## config.mk

```make
export PLATFORM = sky130hd
export DESIGN_NAME = lsu_mem_ctrl
export DESIGN_NICKNAME = d
export VERILOG_FILES = /design/src/rtl/lsu_mem_ctrl.sv
export SDC_FILE = /design/constraint.sdc
export NUM_CORES = 1
export LEC_CHECK = 0
export ABC_AREA = 1
export BUFFER_PORTS_ARGS = -buffer_cell sky130_fd_sc_hd__buf_4
export CORE_MARGIN = 4
export CORE_UTILIZATION = 36
export DETAILED_ROUTE_END_ITERATION = 12
export PLACE_DENSITY_LB_ADDON = 0.25
export RECOVER_POWER = 100
export SETUP_SLACK_MARGIN = 0.2
export SLEW_MARGIN = 20
export SYNTH_ARGS = -nofsm -noshare
export SYNTH_HDL_FRONTEND = slang
export SYNTH_SLANG_ARGS = --single-unit
```

## constraint.sdc

```tcl
create_clock -name clk -period 3.4 [get_ports clk]
set_input_delay 0.17 -clock clk [delete_from_list [all_inputs] [get_ports clk]]
set_output_delay 0.17 -clock clk [all_outputs]
set_load 0.02 [all_outputs]
```

## src/rtl/lsu_mem_ctrl.sv

```systemverilog
`default_nettype none
// ============================================================================
//  Module   : lsu_mem_ctrl
//  Purpose  : Load/store initiator for a word-wide data memory. Handles byte,
//             halfword and word accesses (RMW for sub-word stores) and flags
//             misaligned / out-of-range requests. Optional macro LSU_STAT_EN
//             adds load/store/fault completion counters.
//  Revision : 1.0 - initial release
// ============================================================================
module lsu_mem_ctrl #(
    parameter int unsigned MEM_WORDS = 256
) (
    input  logic        clk,
    input  logic        rst,
    input  logic        req,
    input  logic        we,
    input  logic [1:0]  size,
    input  logic        uns,
    input  logic [31:0] addr,
    input  logic [31:0] wdata,
    output logic        busy,
    output logic        done,
    output logic [31:0] rdata,
    output logic        misalign,
    output logic        range_err,
    output logic [31:0] mem_A,
    output logic [31:0] mem_WD,
    output logic        mem_WE,
    input  logic [31:0] mem_RD
`ifdef LSU_STAT_EN
    ,
    output logic [15:0] ld_cnt,
    output logic [15:0] st_cnt,
    output logic [15:0] flt_cnt
`endif
);

    localparam logic [1:0] c_ST_IDLE   = 2'd0;
    localparam logic [1:0] c_ST_ACCESS = 2'd1;
    localparam logic [1:0] c_ST_WRITE  = 2'd2;
    localparam logic [1:0] c_ST_FAULT  = 2'd3;

    localparam logic [1:0] c_SZ_BYTE = 2'd0;
    localparam logic [1:0] c_SZ_HALF = 2'd1;
    localparam logic [1:0] c_SZ_WORD = 2'd2;

    localparam logic [31:0] c_MEM_WORDS = 32'(MEM_WORDS);

    logic [1:0]  r_state;
    logic        r_we;
    logic [1:0]  r_size;
    logic        r_uns;
    logic [1:0]  r_lane;
    logic        r_flt_mis;
    logic        r_done;
    logic        r_misalign;
    logic        r_range_err;
    logic [31:0] r_rdata;
    logic [31:0] r_mem_a;
    logic [31:0] r_mem_wd;

    logic        w_accept;
    logic        w_misalign;
    logic        w_range;
    logic        w_word_store;
    logic [7:0]  w_byte;
    logic [15:0] w_half;
    logic [31:0] w_ld_data;
    logic [31:0] w_mask;
    logic [31:0] w_ins;
    logic [31:0] w_merge;

    assign w_accept   = req && (r_state == c_ST_IDLE);
    assign w_misalign = ((size == c_SZ_HALF) && addr[0])
                     || ((size == c_SZ_WORD) && (addr[1:0] != 2'b00))
                     || (size == 2'b11);
    assign w_range    = ({2'b00, addr[31:2]} >= c_MEM_WORDS);

    assign w_word_store = r_we && (r_size == c_SZ_WORD);

    // Lane extraction and sign/zero extension of the returned word
    always_comb begin
        w_byte = mem_RD[7:0];
        case (r_lane)
            2'd0:    w_byte = mem_RD[7:0];
            2'd1:    w_byte = mem_RD[15:8];
            2'd2:    w_byte = mem_RD[23:16];
            default: w_byte = mem_RD[31:24];
        endcase
        w_half = r_lane[1] ? mem_RD[31:16] : mem_RD[15:0];
        case (r_size)
            c_SZ_BYTE: w_ld_data = {{24{~r_uns & w_byte[7]}}, w_byte};
            c_SZ_HALF: w_ld_data = {{16{~r_uns & w_half[15]}}, w_half};
            default:   w_ld_data = mem_RD;
        endcase
    end

    // Sub-word store merge; the latched store data still sits in r_mem_wd
    always_comb begin
        w_mask = 32'h0000_0000;
        w_ins  = 32'h0000_0000;
        case (r_size)
            c_SZ_BYTE: begin
                w_mask = 32'h0000_00FF << {r_lane, 3'b000};
                w_ins  = {4{r_mem_wd[7:0]}};
            end
            c_SZ_HALF: begin
                w_mask = r_lane[1] ? 32'hFFFF_0000 : 32'h0000_FFFF;
                w_ins  = {2{r_mem_wd[15:0]}};
            end
            default: begin
                w_mask = 32'hFFFF_FFFF;
                w_ins  = r_mem_wd;
            end
        endcase
        w_merge = (mem_RD & ~w_mask) | (w_ins & w_mask);
    end

    always_ff @(posedge clk or posedge rst) begin
        if (rst) begin
            r_state     <= c_ST_IDLE;
            r_we        <= 1'b0;
            r_size      <= 2'b00;
            r_uns       <= 1'b0;
            r_lane      <= 2'b00;
            r_flt_mis   <= 1'b0;
            r_done      <= 1'b0;
            r_misalign  <= 1'b0;
            r_range_err <= 1'b0;
            r_rdata     <= 32'h0000_0000;
            r_mem_a     <= 32'h0000_0000;
            r_mem_wd    <= 32'h0000_0000;
        end else begin
            r_done      <= 1'b0;
            r_misalign  <= 1'b0;
            r_range_err <= 1'b0;
            case (r_state)
                c_ST_IDLE: begin
                    if (w_accept) begin
                        r_we      <= we;
                        r_size    <= size;
                        r_uns     <= uns;
                        r_lane    <= addr[1:0];
                        r_flt_mis <= w_misalign;
                        r_mem_a   <= {2'b00, addr[31:2]};
                        r_mem_wd  <= wdata;
                        r_state   <= (w_misalign || w_range) ? c_ST_FAULT : c_ST_ACCESS;
                    end
                end
                c_ST_FAULT: begin
                    r_done      <= 1'b1;
                    r_misalign  <= r_flt_mis;
                    r_range_err <= ~r_flt_mis;
                    r_state     <= c_ST_IDLE;
                end
                c_ST_ACCESS: begin
                    if (!r_we) begin
                        r_rdata <= w_ld_data;
                        r_done  <= 1'b1;
                        r_state <= c_ST_IDLE;
                    end else if (w_word_store) begin
                        r_done  <= 1'b1;
                        r_state <= c_ST_IDLE;
                    end else begin
                        r_mem_wd <= w_merge;
                        r_state  <= c_ST_WRITE;
                    end
                end
                c_ST_WRITE: begin
                    r_done  <= 1'b1;
                    r_state <= c_ST_IDLE;
                end
                default: r_state <= c_ST_IDLE;
            endcase
        end
    end

    // Write strobe decoded from state so an async reset kills it at once
    assign mem_WE    = ((r_state == c_ST_ACCESS) && w_word_store) || (r_state == c_ST_WRITE);
    assign busy      = (r_state != c_ST_IDLE);
    assign done      = r_done;
    assign misalign  = r_misalign;
    assign range_err = r_range_err;
    assign rdata     = r_rdata;
    assign mem_A     = r_mem_a;
    assign mem_WD    = r_mem_wd;

`ifdef LSU_STAT_EN
    logic [15:0] r_ld_cnt;
    logic [15:0] r_st_cnt;
    logic [15:0] r_flt_cnt;

    // Counters step on the same edge that raises done
    always_ff @(posedge clk or posedge rst) begin
        if (rst) begin
            r_ld_cnt  <= 16'h0000;
            r_st_cnt  <= 16'h0000;
            r_flt_cnt <= 16'h0000;
        end else begin
            if (r_state == c_ST_FAULT) begin
                r_flt_cnt <= r_flt_cnt + 16'h0001;
            end
            if ((r_state == c_ST_ACCESS) && !r_we) begin
                r_ld_cnt <= r_ld_cnt + 16'h0001;
            end
            if (((r_state == c_ST_ACCESS) && w_word_store) || (r_state == c_ST_WRITE)) begin
                r_st_cnt <= r_st_cnt + 16'h0001;
            end
        end
    end

    assign ld_cnt  = r_ld_cnt;
    assign st_cnt  = r_st_cnt;
    assign flt_cnt = r_flt_cnt;
`endif

endmodule
`default_nettype wire
```

==> out/metrics.csv, run 1 <==
stage;metric;value;unit
routing;postRouteWirelength;18300;um
clock_network;hold_buffers;7;
clock_network;cts.repair.resized;0;
worst_hold_path;timing.hold.worst.class;in -> reg;
synthesis;avgSynthCellArea;7.09;sq um
cells_and_area;stdcell_count;1221;
synthesis;synth-seq-area-share;45.7;%
synthesis;synthXorXnorAreaFrac;0;%
worst_hold_path;timing.hold.worst.start;addr[8];
worst_setup_path;regToRegStartpoint;r_state[1]$_DFFE_PP0N_;
worst_setup_path;crit_path_start;r_state[1]$_DFFE_PP0N_;
grt;grt_overflow;0;
worst_setup_path;worst_ep_required_time;3.69;ns
sta;clock_skew;0.00576;ns
synthesis;synth.distinct_cells;34;
grt;busiest_layer;met2;
cells_and_area;postLayoutCoreUtil;46.8;%
synthesis;flip_flop_and_latch_count_after_synthesis;106;
routing;wire_per_inst;15.0;um
clock_network;cts-root-buf;sky130_fd_sc_hd__clkbuf_16;
worst_setup_path;worst-r2r-cell-count;7;
clock_network;clock_sinks;106;
floorplan;die_width;135;um
sta;fin_tns_setup;0;ns
sta;timing_worst_slew_pin_value;0.854;ns
sta;setup_slack;1.05;ns
worst_setup_path;worstPathArrival;2.64;ns
cells_and_area;drive_above_1_share;15.5;%
power_and_ir_drop;cellPowerDensity;929;nW/um^2
grt;fraction_of_met1_tracks_used_by_global_routing;26.1;%
routing;drt_first_iter_violations;389;
clock_network;worst_skew_pair.late_latency;0.36;ns
cells_and_area;layout-area-overhead-vs-synth;27.6;%
cells_and_area;antenna_diode_count;0;
flow_run;cap_viol_max_count;0;
grt;grt_pass1_wl;28800;um
synthesis;synthSimpleGateAreaFrac;34.3;%
sta;report.final.slew_viol_count;0;
synthesis;synth_area_in_compound_gates;11.2;%
power_and_ir_drop;static-leakage-power;3.81;nW
sta;slew_headroom;42.9;%
sta;finalWorstPathRequiredPeriod;2.35;ns
run_status;run_status;complete, no violations;
clock_network;clk_pin_slew;0.08;ns
floorplan;core;15800;sq um
power_and_ir_drop;finalPower;6.88;mW
routing;drtAntennaViolNets;0;
worst_hold_path;whs_path_depth;3;
grt;first_global_vias;5476;
grt;met3_usage;6.00;%
cells_and_area;layout.nets;1103;
sta;report.final.hold_viol_count;0;
power_and_ir_drop;ir_worst_vdd;320;uV
synthesis;synth_top_family_by_area;simple AND/OR/NAND/NOR gates;
clock_network;clock_tree_from_tritoncts;done;
routing;drcViolationCount;0;
worst_setup_path;worst-path-max-fanout;35;
place;place.detailed.hpwl;13700;um
synthesis;ys.warnings.count;0;
synthesis;post_synth_instance_area;5810;sq um
sta;max_freq;426;MHz
sta;final-setup-viol-count;0;
routing;detail_route.vias_per_cell;4.71;
routing;route.vias.total;5745;
worst_setup_path;timing.critical_path.to_type;flip-flop;
sta;layout_worst_path_cycle_share;69.0;%
clock_network;setup_bufs_post_cts;0;
worst_setup_path;worst-setup-path-type;reg -> reg;
synthesis;synthesis.instances;819;
place;io_buffer_count;201;
grt;grt_max_degree;107;
grt;grt_antenna_before_repair;0;
floorplan;chipHeight;135;um
clock_network;cts_buffers;9;
worst_setup_path;cp-start-kind;flip-flop;
grt;use_met2;32.1;%
synthesis;post_synthesis_mux_area_share;0;%
synthesis;yosys.area_share.adder;0;%
cells_and_area;filler_cell_count;1713;
floorplan;initial_core_utilization;36.7;%
floorplan;dieArea;18200;sq um
floorplan;placementRows;46;
clock_network;cts-htree-levels;3;
routing;detailedRoute.firstPassIterationCount;4;
grt;globalRouteTotalUtil;19.9;%
place;cells_after_dpl;1198;
sta;rsz0062_at_grt;no;
place;dp_worst_setup_slack;1.28;ns
floorplan;io_pins;204;
clock_network;clk_path_buf_depth;2;
place;place.gp.congestion;0.902;
==> area by class of cell <==
cell class / instances / area [sq um] / area share (%)
repair buffers: 213 / 1250 / 16.9
clock buffers: 9 / 225 / 3.04
flip-flops and latches: 106 / 2650 / 35.8
clock inverters: 7 / 70.1 / 0.946
multi-input cells: 591 / 2640 / 35.6
well taps: 216 / 270 / 3.65
inverters: 79 / 298 / 4.02
==> worst max-delay path, stage by stage, from the launching register on <==
cell and delay [ns]:
sky130_fd_sc_hd__dfrtp_1 0.46, sky130_fd_sc_hd__nor2_1 0.25, sky130_fd_sc_hd__nand2_1 0.49, sky130_fd_sc_hd__nand2_4 0.51
sky130_fd_sc_hd__nand2_2 0.28, sky130_fd_sc_hd__nor2_1 0.15, sky130_fd_sc_hd__nand2_1 0.07, sky130_fd_sc_hd__nand2_1 0.05
==> where the power goes <==
group          leakage (nW)  internal [mW]  switching [mW]
Sequential             1.27           1.85           0.507
Combinational          2.39           1.06            2.42
Clock                 0.147          0.519           0.521
==> cells in the mapped netlist (all sizes together) <==
| cell type | n | area, sq um |
|---|---|---|
| clkbuf | 12 | 45.0 |
| inv | 79 | 297 |
| nor2 | 98 | 399 |
| nor3 | 1 | 5.00 |
| o21ai | 41 | 220 |
| o22ai | 1 | 6.26 |
| conb | 1 | 3.75 |
| nand4 | 6 | 43.8 |
| a31oi | 1 | 6.26 |
| o211ai | 6 | 45.0 |
| buf | 32 | 166 |
| and3 | 1 | 6.26 |
| nand2 | 286 | 1110 |
| o31ai | 1 | 7.51 |
| o21a | 2 | 15.0 |
| or2 | 18 | 113 |
| a21oi | 59 | 295 |
| dfrtp | 106 | 2650 |
| nand3 | 62 | 320 |
| a2bb2oi | 6 | 52.6 |
==> routing by layer <==
metal | vias up | share of wire (%)
li1 | 2928 | -
met1 | 2597 | 43
met2 | 196 | 47
met3 | 24 | 8.2
met4 | 0 | 1.9
met5 | - | 0
==> cells in the final DEF (no fill, tap or decap), types with 2 or more instances in the layout <==
| cell type | n |
|---|---|
| sky130_fd_sc_hd__a2bb2oi_1 | 6 |
| sky130_fd_sc_hd__nand4_1 | 5 |
| sky130_fd_sc_hd__o21a_1 | 2 |
| sky130_fd_sc_hd__buf_4 | 105 |
| sky130_fd_sc_hd__inv_1 | 75 |
| sky130_fd_sc_hd__dlygate4sd3_1 | 7 |
| sky130_fd_sc_hd__nand2_1 | 279 |
| sky130_fd_sc_hd__or2_2 | 16 |
| sky130_fd_sc_hd__o21ai_0 | 38 |
| sky130_fd_sc_hd__or2_1 | 2 |
| sky130_fd_sc_hd__clkbuf_1 | 100 |
| sky130_fd_sc_hd__inv_2 | 2 |
| sky130_fd_sc_hd__conb_1 | 2 |
| sky130_fd_sc_hd__clkbuf_16 | 9 |
| sky130_fd_sc_hd__nor2_2 | 2 |
| sky130_fd_sc_hd__nand2_4 | 2 |
| sky130_fd_sc_hd__inv_8 | 2 |
| sky130_fd_sc_hd__nor2_1 | 94 |
| sky130_fd_sc_hd__inv_6 | 2 |
| sky130_fd_sc_hd__o211ai_1 | 6 |
| sky130_fd_sc_hd__nand3_1 | 61 |
| sky130_fd_sc_hd__nand2_2 | 5 |
| sky130_fd_sc_hd__a21oi_1 | 59 |
| sky130_fd_sc_hd__dfrtp_1 | 106 |
==> path summary, 6_finish.rpt <==
path	endpoint	slack, ns
min	mem_A[6]$_DFFE_PP0P_	0.01
max reg2reg	flip-flop	1.05
min reg2reg	flip-flop	0.48
max	flip-flop	1.05
min in group asynchronous	rdata[28]$_DFFE_PP0P_	0.51
max in group asynchronous	async pin	2.44
==> metrics by stage <==
stage               hold slack, ns  cell area [sq um]
CTS                        0.00649               7790
detailed placement           0.366               7430
global route                0.0257               7410
global placement             0.365               7430
finish                      0.0130               7410
floorplan                    0.280               5810
==> logic make-up after synthesis <==
group                  Yosys count
other                            1
buffers and inverters          123
DFF                            106
and+or+nand+nor                472
AOI/OAI and AO/OA              117
Note: power is estimated with default switching activity, not from simulation.
==> run 2: changes to the inputs <==
--- a/config.mk
+++ b/config.mk
@@ -5,7 +5,7 @@
 export SDC_FILE = /design/constraint.sdc
 export NUM_CORES = 1
 export LEC_CHECK = 0
-export ABC_AREA = 1
+export ABC_AREA = 0
 export BUFFER_PORTS_ARGS = -buffer_cell sky130_fd_sc_hd__buf_4
 export CORE_MARGIN = 4
 export CORE_UTILIZATION = 36
==> constraint.sdc (replaced) <==
create_clock -name clk -period 2.3 [get_ports clk]
set_input_delay 0.115 -clock clk [delete_from_list [all_inputs] [get_ports clk]]
set_output_delay 0.115 -clock clk [all_outputs]
set_load 0.02 [all_outputs]
==> run 2 against run 1 <==
Against the previous run: the run now ends with max-capacitance violations, max-slew violations left; final cell count down 18%; first-iteration DRC count shrank 13%; utilization increased by 3.5 points; critical path type unchanged.
==> out/metrics.csv, run 2 <==
stage;metric;value;unit
run_status;run_status;complete, but fails checks;
run_status;failing_checks;max-capacitance violations, max-slew violations;
flow_run;cap_viol_max_count;1;
synthesis;flip_flop_and_latch_count_after_synthesis;106;
floorplan;core;14600;sq um
sta;final-setup-viol-count;0;
worst_setup_path;worst_ep_required_time;2.56;ns
place;cells_after_dpl;947;
synthesis;async_reset_ff_share;100;%
clock_network;clock_tree_from_tritoncts;done;
sta;report.final.hold_viol_count;0;
routing;route.vias.total;5307;
power_and_ir_drop;static-leakage-power;3.43;nW
grt;globalRouteTotalUtil;22.4;%
clock_network;cts_buffers;9;
clock_network;cts.repair.resized;0;
floorplan;chipHeight;130;um
sta;finalWorstPathRequiredPeriod;1.93;ns
synthesis;ys.warnings.count;0;
cells_and_area;stdcell_count;1000;
floorplan;placementRows;44;
routing;detail_route.vias_per_cell;5.31;
power_and_ir_drop;clock_power_share;15.4;%
floorplan;die_width;130;um
cells_and_area;drive_above_1_share;21.8;%
synthesis;synthesis.instances;587;
worst_setup_path;cp-start-kind;flip-flop;
power_and_ir_drop;power_share_of_the_sequential_group;35.5;%
grt;grt_max_degree;39;
synthesis;postSynth.topFlopCell;sky130_fd_sc_hd__dfrtp_1;
grt;grt_antenna_before_repair;0;
worst_setup_path;worst-r2r-cell-count;6;
routing;wire_per_inst;19.3;um
worst_hold_path;whs_path_depth;3;
power_and_ir_drop;ir_worst_vdd;520;uV
worst_setup_path;timing.critical_path.to_type;flip-flop;
power_and_ir_drop;power.switching;4.59;mW
sta;report.final.slew_viol_count;34;
synthesis;post_synth_main_area_contributors;sky130_fd_sc_hd__dfrtp_1 (49%), sky130_fd_sc_hd__nand2_1 (11%), sky130_fd_sc_hd__o21ai_0 (3.4%), sky130_fd_sc_hd__mux2i_1 (3.2%), sky130_fd_sc_hd__o31ai_1 (2.5%);
grt;grt_pass1_wl;29100;um
worst_setup_path;worst-path-max-fanout;20;
sta;fin_tns_setup;0;ns
routing;drcViolationCount;0;
routing;met2WireLength;8950;um
sta;rsz0062_at_grt;no;
routing;maxUsedRoutingLayer;met4;
place;place.gp.congestion;0.893;
routing;drtAntennaViolNets;0;
floorplan;dieArea;17000;sq um
power_and_ir_drop;cellPowerDensity;1310;nW/um^2
routing;detailedRoute.firstPassIterationCount;5;
cells_and_area;most_common_cell_after_layout_fill_and_taps_aside;sky130_fd_sc_hd__nand2_1;
sta;slew_headroom;-19.0;%
synthesis;synthDominantCellAreaShare;49.2;%
sta;clock_skew;0.00774;ns
power_and_ir_drop;combPwrFrac;49.1;%
place;io_buffer_count;201;
floorplan;initial_core_utilization;36.9;%
grt;first_global_vias;5325;
synthesis;synth.distinct_cells;49;
grt;grt_overflow;0;
synthesis;yosysTopAreaCell;sky130_fd_sc_hd__dfrtp_1;
synthesis;post_synth_instance_area;5390;sq um
routing;route.layer.met1.wl;7910;um
cells_and_area;final_cell_mix;sky130_fd_sc_hd__nand2_1 (155), sky130_fd_sc_hd__buf_4 (120), sky130_fd_sc_hd__dfrtp_1 (106);
synthesis;avgSynthCellArea;9.18;sq um
synthesis;synth_enable_flop_cells;0;
routing;drt_first_iter_violations;340;
worst_hold_path;timing.hold.worst.class;in -> reg;
power_and_ir_drop;power_report.internal_total;5.04;mW
power_and_ir_drop;sw_frac_of_total;47.7;%
clock_network;worst_skew_pair.late_latency;0.35;ns
worst_setup_path;worstPathArrival;2.19;ns
sta;timing_worst_slew_pin_value;1.77;ns
routing;met3_length;1790;um
cells_and_area;filler_cell_count;1430;
clock_network;clock_sinks;106;
sta;layout_worst_path_cycle_share;83.9;%
cells_and_area;layout.nets;914;
synthesis;synth-seq-area-share;49.2;%
clock_network;cts-root-buf;sky130_fd_sc_hd__clkbuf_16;
clock_network;cts-htree-levels;3;
cells_and_area;antenna_diode_count;0;
clock_network;clk_path_buf_depth;2;
routing;postRouteWirelength;19300;um
place;place.detailed.hpwl;14200;um
clock_network;clk_pin_slew;0.08;ns
worst_setup_path;worst-setup-path-type;reg -> reg;
cells_and_area;postLayoutCoreUtil;50.3;%
sta;max_freq;518;MHz
cells_and_area;layout-area-overhead-vs-synth;36.2;%
synthesis;synth.most_common_cell;sky130_fd_sc_hd__nand2_1;
synthesis;netlist_top_cells_count;sky130_fd_sc_hd__nand2_1 (155), sky130_fd_sc_hd__dfrtp_1 (106), sky130_fd_sc_hd__o21ai_0 (37);
floorplan;io_pins;204;
run 2: final cells by class:
class / count / area [sq um] / share of cell area [%]
well taps: 184 / 230 / 3.14
multi-input cells: 427 / 2450 / 33.4
inverters: 8 / 31.3 / 0.426
clock buffers: 9 / 225 / 3.07
repair buffers: 259 / 1690 / 23.1
clock inverters: 7 / 51.3 / 0.699
flip-flops and latches: 106 / 2650 / 36.2
run 2: critical path, stage by stage, from the launching register on:
cell                      delay [ns]
sky130_fd_sc_hd__dfrtp_1        0.47
sky130_fd_sc_hd__or3b_1         0.50
sky130_fd_sc_hd__inv_2          0.33
sky130_fd_sc_hd__buf_4          0.23
sky130_fd_sc_hd__and3_1         0.16
sky130_fd_sc_hd__a21oi_1        0.04
sky130_fd_sc_hd__o21ai_0        0.10
run 2: what timing repair did:
item,4_1_cts,5_1_grt
hold buffers,37,0
buffers inserted,0,0
endpoints found under the hold margin,69,0
run 2: cell families after synthesis:
logic type,after synthesis,share of synthesized area (%)
simple gates,258,22.9
compound gates,142,17.9
flops,106,49.2
buf+inv,55,5.08
mux,25,4.83
other cells,1,0.0696
run 2: power groups by stage:
stage	combinational (mW)	sequential (mW)	clock, mW
4_1_cts	5.43	3.43	1.53
3_3_place_gp	5.28	3.42	0
6_report	4.73	3.42	1.49
2_1_floorplan	2.33	4.23	0
3_5_place_dp	5.38	3.45	0
5_1_grt	5.16	3.51	1.60
run 2: final timing paths:
path                                        start               endpoint  slack [ns]
max in group asynchronous                     rst  rdata[19]$_DFFE_PP0P_        0.69
setup reg to reg           r_state[1]$_DFFE_PP0N_              flip-flop        0.37
hold / removal                         mem_RD[31]  rdata[31]$_DFFE_PP0P_        0.06
hold reg to reg             r_flt_mis$_DFFE_PP0P_    range_err$_DFF_PP0_        0.45
setup / recovery           r_state[1]$_DFFE_PP0N_              flip-flop        0.37
min in group asynchronous                     rst              async pin        0.76
run 2: routing by layer:
layer  vias up  GRT usage (%)
met5         -              0
met4         0           8.95
met3        40           6.47
met2       240           36.0
met1      2531           28.4
li1       2496              -
run 2: through the flow:
stage                     hold slack (ns)  worst slack [ns]  cell area (sq um)  power (mW)
after floorplan                     0.220             0.620               5400        6.56
after global placement              0.304             0.491               7080        8.70
after detailed placement            0.311             0.391               7080        8.82
after CTS                          0.0472             0.370               7730        10.4
after global routing               0.0487             0.200               7340        10.3
final                              0.0568             0.371               7340        9.63
==> run 3: changes to the inputs <==
--- a/config.mk
+++ b/config.mk
@@ -5,7 +5,7 @@
 export SDC_FILE = /design/constraint.sdc
 export NUM_CORES = 1
 export LEC_CHECK = 0
-export ABC_AREA = 0
+export ABC_AREA = 1
 export BUFFER_PORTS_ARGS = -buffer_cell sky130_fd_sc_hd__buf_4
 export CORE_MARGIN = 4
 export CORE_UTILIZATION = 36
==> constraint.sdc (replaced) <==
create_clock -name clk -period 1.6 [get_ports clk]
set_input_delay 0.08 -clock clk [delete_from_list [all_inputs] [get_ports clk]]
set_output_delay 0.08 -clock clk [all_outputs]
set_load 0.02 [all_outputs]
==> run 3 against run 2 <==
Against the previous run: the run now ends clean; count of clock-buffer cells in the layout stayed put; utilization up 2.2 points; sequential power increased by 44%; critical path depth up 1; highest routed layer unchanged.
==> out/metrics.csv, run 3 (same netlist as run 1, synthesis figures left out) <==
stage;metric;value;unit
worst_hold_path;timing.hold.worst.class;in -> reg;
worst_setup_path;worstPathArrival;1.79;ns
grt;grt_max_degree;40;
clock_network;cts_buffers;9;
sta;setup_slack;0.0541;ns
routing;drcViolationCount;0;
worst_setup_path;cp-start-kind;flip-flop;
place;place.detailed.hpwl;14700;um
floorplan;core;15800;sq um
place;io_buffer_count;201;
worst_setup_path;crit_path_start;r_state[1]$_DFFE_PP0N_;
clock_network;worst_skew_pair.late_latency;0.36;ns
floorplan;io_pins;204;
cells_and_area;area_of_combinational_cells_with_multiple_inputs;2810;sq um
sta;hold_slack;0.00432;ns
power_and_ir_drop;static-leakage-power;4.23;nW
clock_network;clk_path_buf_depth;2;
sta;report.final.slew_viol_count;0;
power_and_ir_drop;ir_worst_vdd;801;uV
place;placed_area;7750;sq um
floorplan;chipHeight;135;um
worst_setup_path;worst-setup-path-type;reg -> reg;
sta;layout_worst_path_cycle_share;96.6;%
sta;slew_headroom;60.8;%
sta;fin_tns_setup;0;ns
grt;first_global_vias;5938;
power_and_ir_drop;finalPower;16.1;mW
cells_and_area;final_cell_mix;sky130_fd_sc_hd__nand2_1 (262), sky130_fd_sc_hd__buf_4 (123), sky130_fd_sc_hd__dfrtp_1 (101);
sta;max_freq;647;MHz
floorplan;die_width;135;um
cells_and_area;drive_above_1_share;23.0;%
cells_and_area;antenna_diode_count;0;
worst_setup_path;regToRegStartpoint;r_state[1]$_DFFE_PP0N_;
routing;drt_first_iter_violations;375;
cells_and_area;layout-area-overhead-vs-synth;43.0;%
routing;detailedRoute.firstPassIterationCount;5;
routing;detail_route.vias_per_cell;4.71;
grt;grt_antenna_before_repair;0;
sta;rsz0062_at_grt;yes;
power_and_ir_drop;cellPowerDensity;1940;nW/um^2
grt;globalRouteTotalUtil;21.6;%
flow_run;cap_viol_max_count;0;
sta;timing_worst_slew_pin_value;0.587;ns
sta;finalWorstPathRequiredPeriod;1.55;ns
cells_and_area;postLayoutCoreUtil;52.4;%
worst_setup_path;worst_ep_required_time;1.85;ns
worst_setup_path;timing.critical_path.to_type;flip-flop;
cells_and_area;layout.nets;1174;
floorplan;placementRows;46;
grt;grt_overflow;0;
cells_and_area;final_area;8300;sq um
cells_and_area;filler_cell_count;1654;
routing;wire_per_inst;15.7;um
routing;drtAntennaViolNets;0;
floorplan;dieArea;18200;sq um
cells_and_area;most_common_cell_after_layout_fill_and_taps_aside;sky130_fd_sc_hd__nand2_1;
worst_hold_path;timing.hold.worst.start;addr[30];
cells_and_area;regArea;2660;sq um
place;dp_worst_setup_slack;0.0661;ns
sta;final-setup-viol-count;0;
clock_network;clk_pin_slew;0.07;ns
clock_network;clock_tree_from_tritoncts;done;
sta;report.final.hold_viol_count;0;
floorplan;initial_core_utilization;36.7;%
clock_network;cts-htree-levels;3;
routing;postRouteWirelength;20300;um
routing;route.vias.total;6076;
clock_network;cts-root-buf;sky130_fd_sc_hd__clkbuf_16;
sta;clock_skew;0.00982;ns
worst_setup_path;worst-path-max-fanout;15;
clock_network;clock_sinks;106;
run_status;run_status;complete, no violations;
cells_and_area;stdcell_count;1291;
grt;grt_pass1_wl;31100;um
place;place.gp.congestion;0.912;
place;cells_after_dpl;1227;
==> run 3: final cells by class <==
| cell class | instances | area share (%) |
|---|---|---|
| clock buffer | 9 | 2.71 |
| clock inverter | 6 | 0.814 |
| inverter | 79 | 3.78 |
| multi-input combinational | 594 | 33.9 |
| sequential | 106 | 32.0 |
| tap | 216 | 3.26 |
| timing repair buffer | 280 | 23.4 |
| timing repair inverter | 1 | 0.0904 |
==> run 3: final timing paths <==
check | slack (ns) | depth (start not counted) | endpoint
max | 0.05 | 7 | mem_A[4]$_DFFE_PP0P_
min | 0.004 | 3 | mem_A[28]$_DFFE_PP0P_
max reg2reg | 0.05 | 7 | mem_A[4]$_DFFE_PP0P_
min reg2reg | 0.48 | 2 | flip-flop
max in group asynchronous | 0.30 | 4 | r_state[1]$_DFFE_PP0N_
min in group asynchronous | 0.33 | 3 | async pin
==> run 3: what timing repair did <==
item / CTS / global route
setup endpoints to repair: 80 / 103
resized for setup: 44 / 51
hold buffers: 26 / 0
pin swaps: 11 / 34
cloned: 5 / 3
buffers inserted: 12 / 3
endpoints found under the hold margin: 46 / 0
==> run 3: critical path, cell delays in order, from the launching register on <==
cell and delay, ns:
sky130_fd_sc_hd__dfrtp_2 0.46, sky130_fd_sc_hd__buf_6 0.14, sky130_fd_sc_hd__nor2_4 0.15, sky130_fd_sc_hd__nand2_4 0.12
sky130_fd_sc_hd__buf_4 0.20, sky130_fd_sc_hd__clkbuf_4 0.22, sky130_fd_sc_hd__nand2_1 0.08, sky130_fd_sc_hd__nand2_1 0.07
==> run 3: metal layers <==
| layer | vias to the layer above | global-route usage, % | share of wire, % |
|---|---|---|---|
| li1 | 3081 | - | - |
| met1 | 2758 | 28.0 | 43 |
| met2 | 205 | 35.2 | 48 |
| met3 | 32 | 5.96 | 7.5 |
| met4 | 0 | 6.61 | 1.9 |
| met5 | - | 0 | 0 |
==> run 3: report_power, final <==
group	leakage [nW]	switching (mW)	total (mW)	internal (mW)
Combinational	2.83	5.82	8.94	3.12
Sequential	1.26	0.971	4.93	3.96
Clock	0.138	1.04	2.25	1.21
Total	4.23	7.83	16.1	8.29
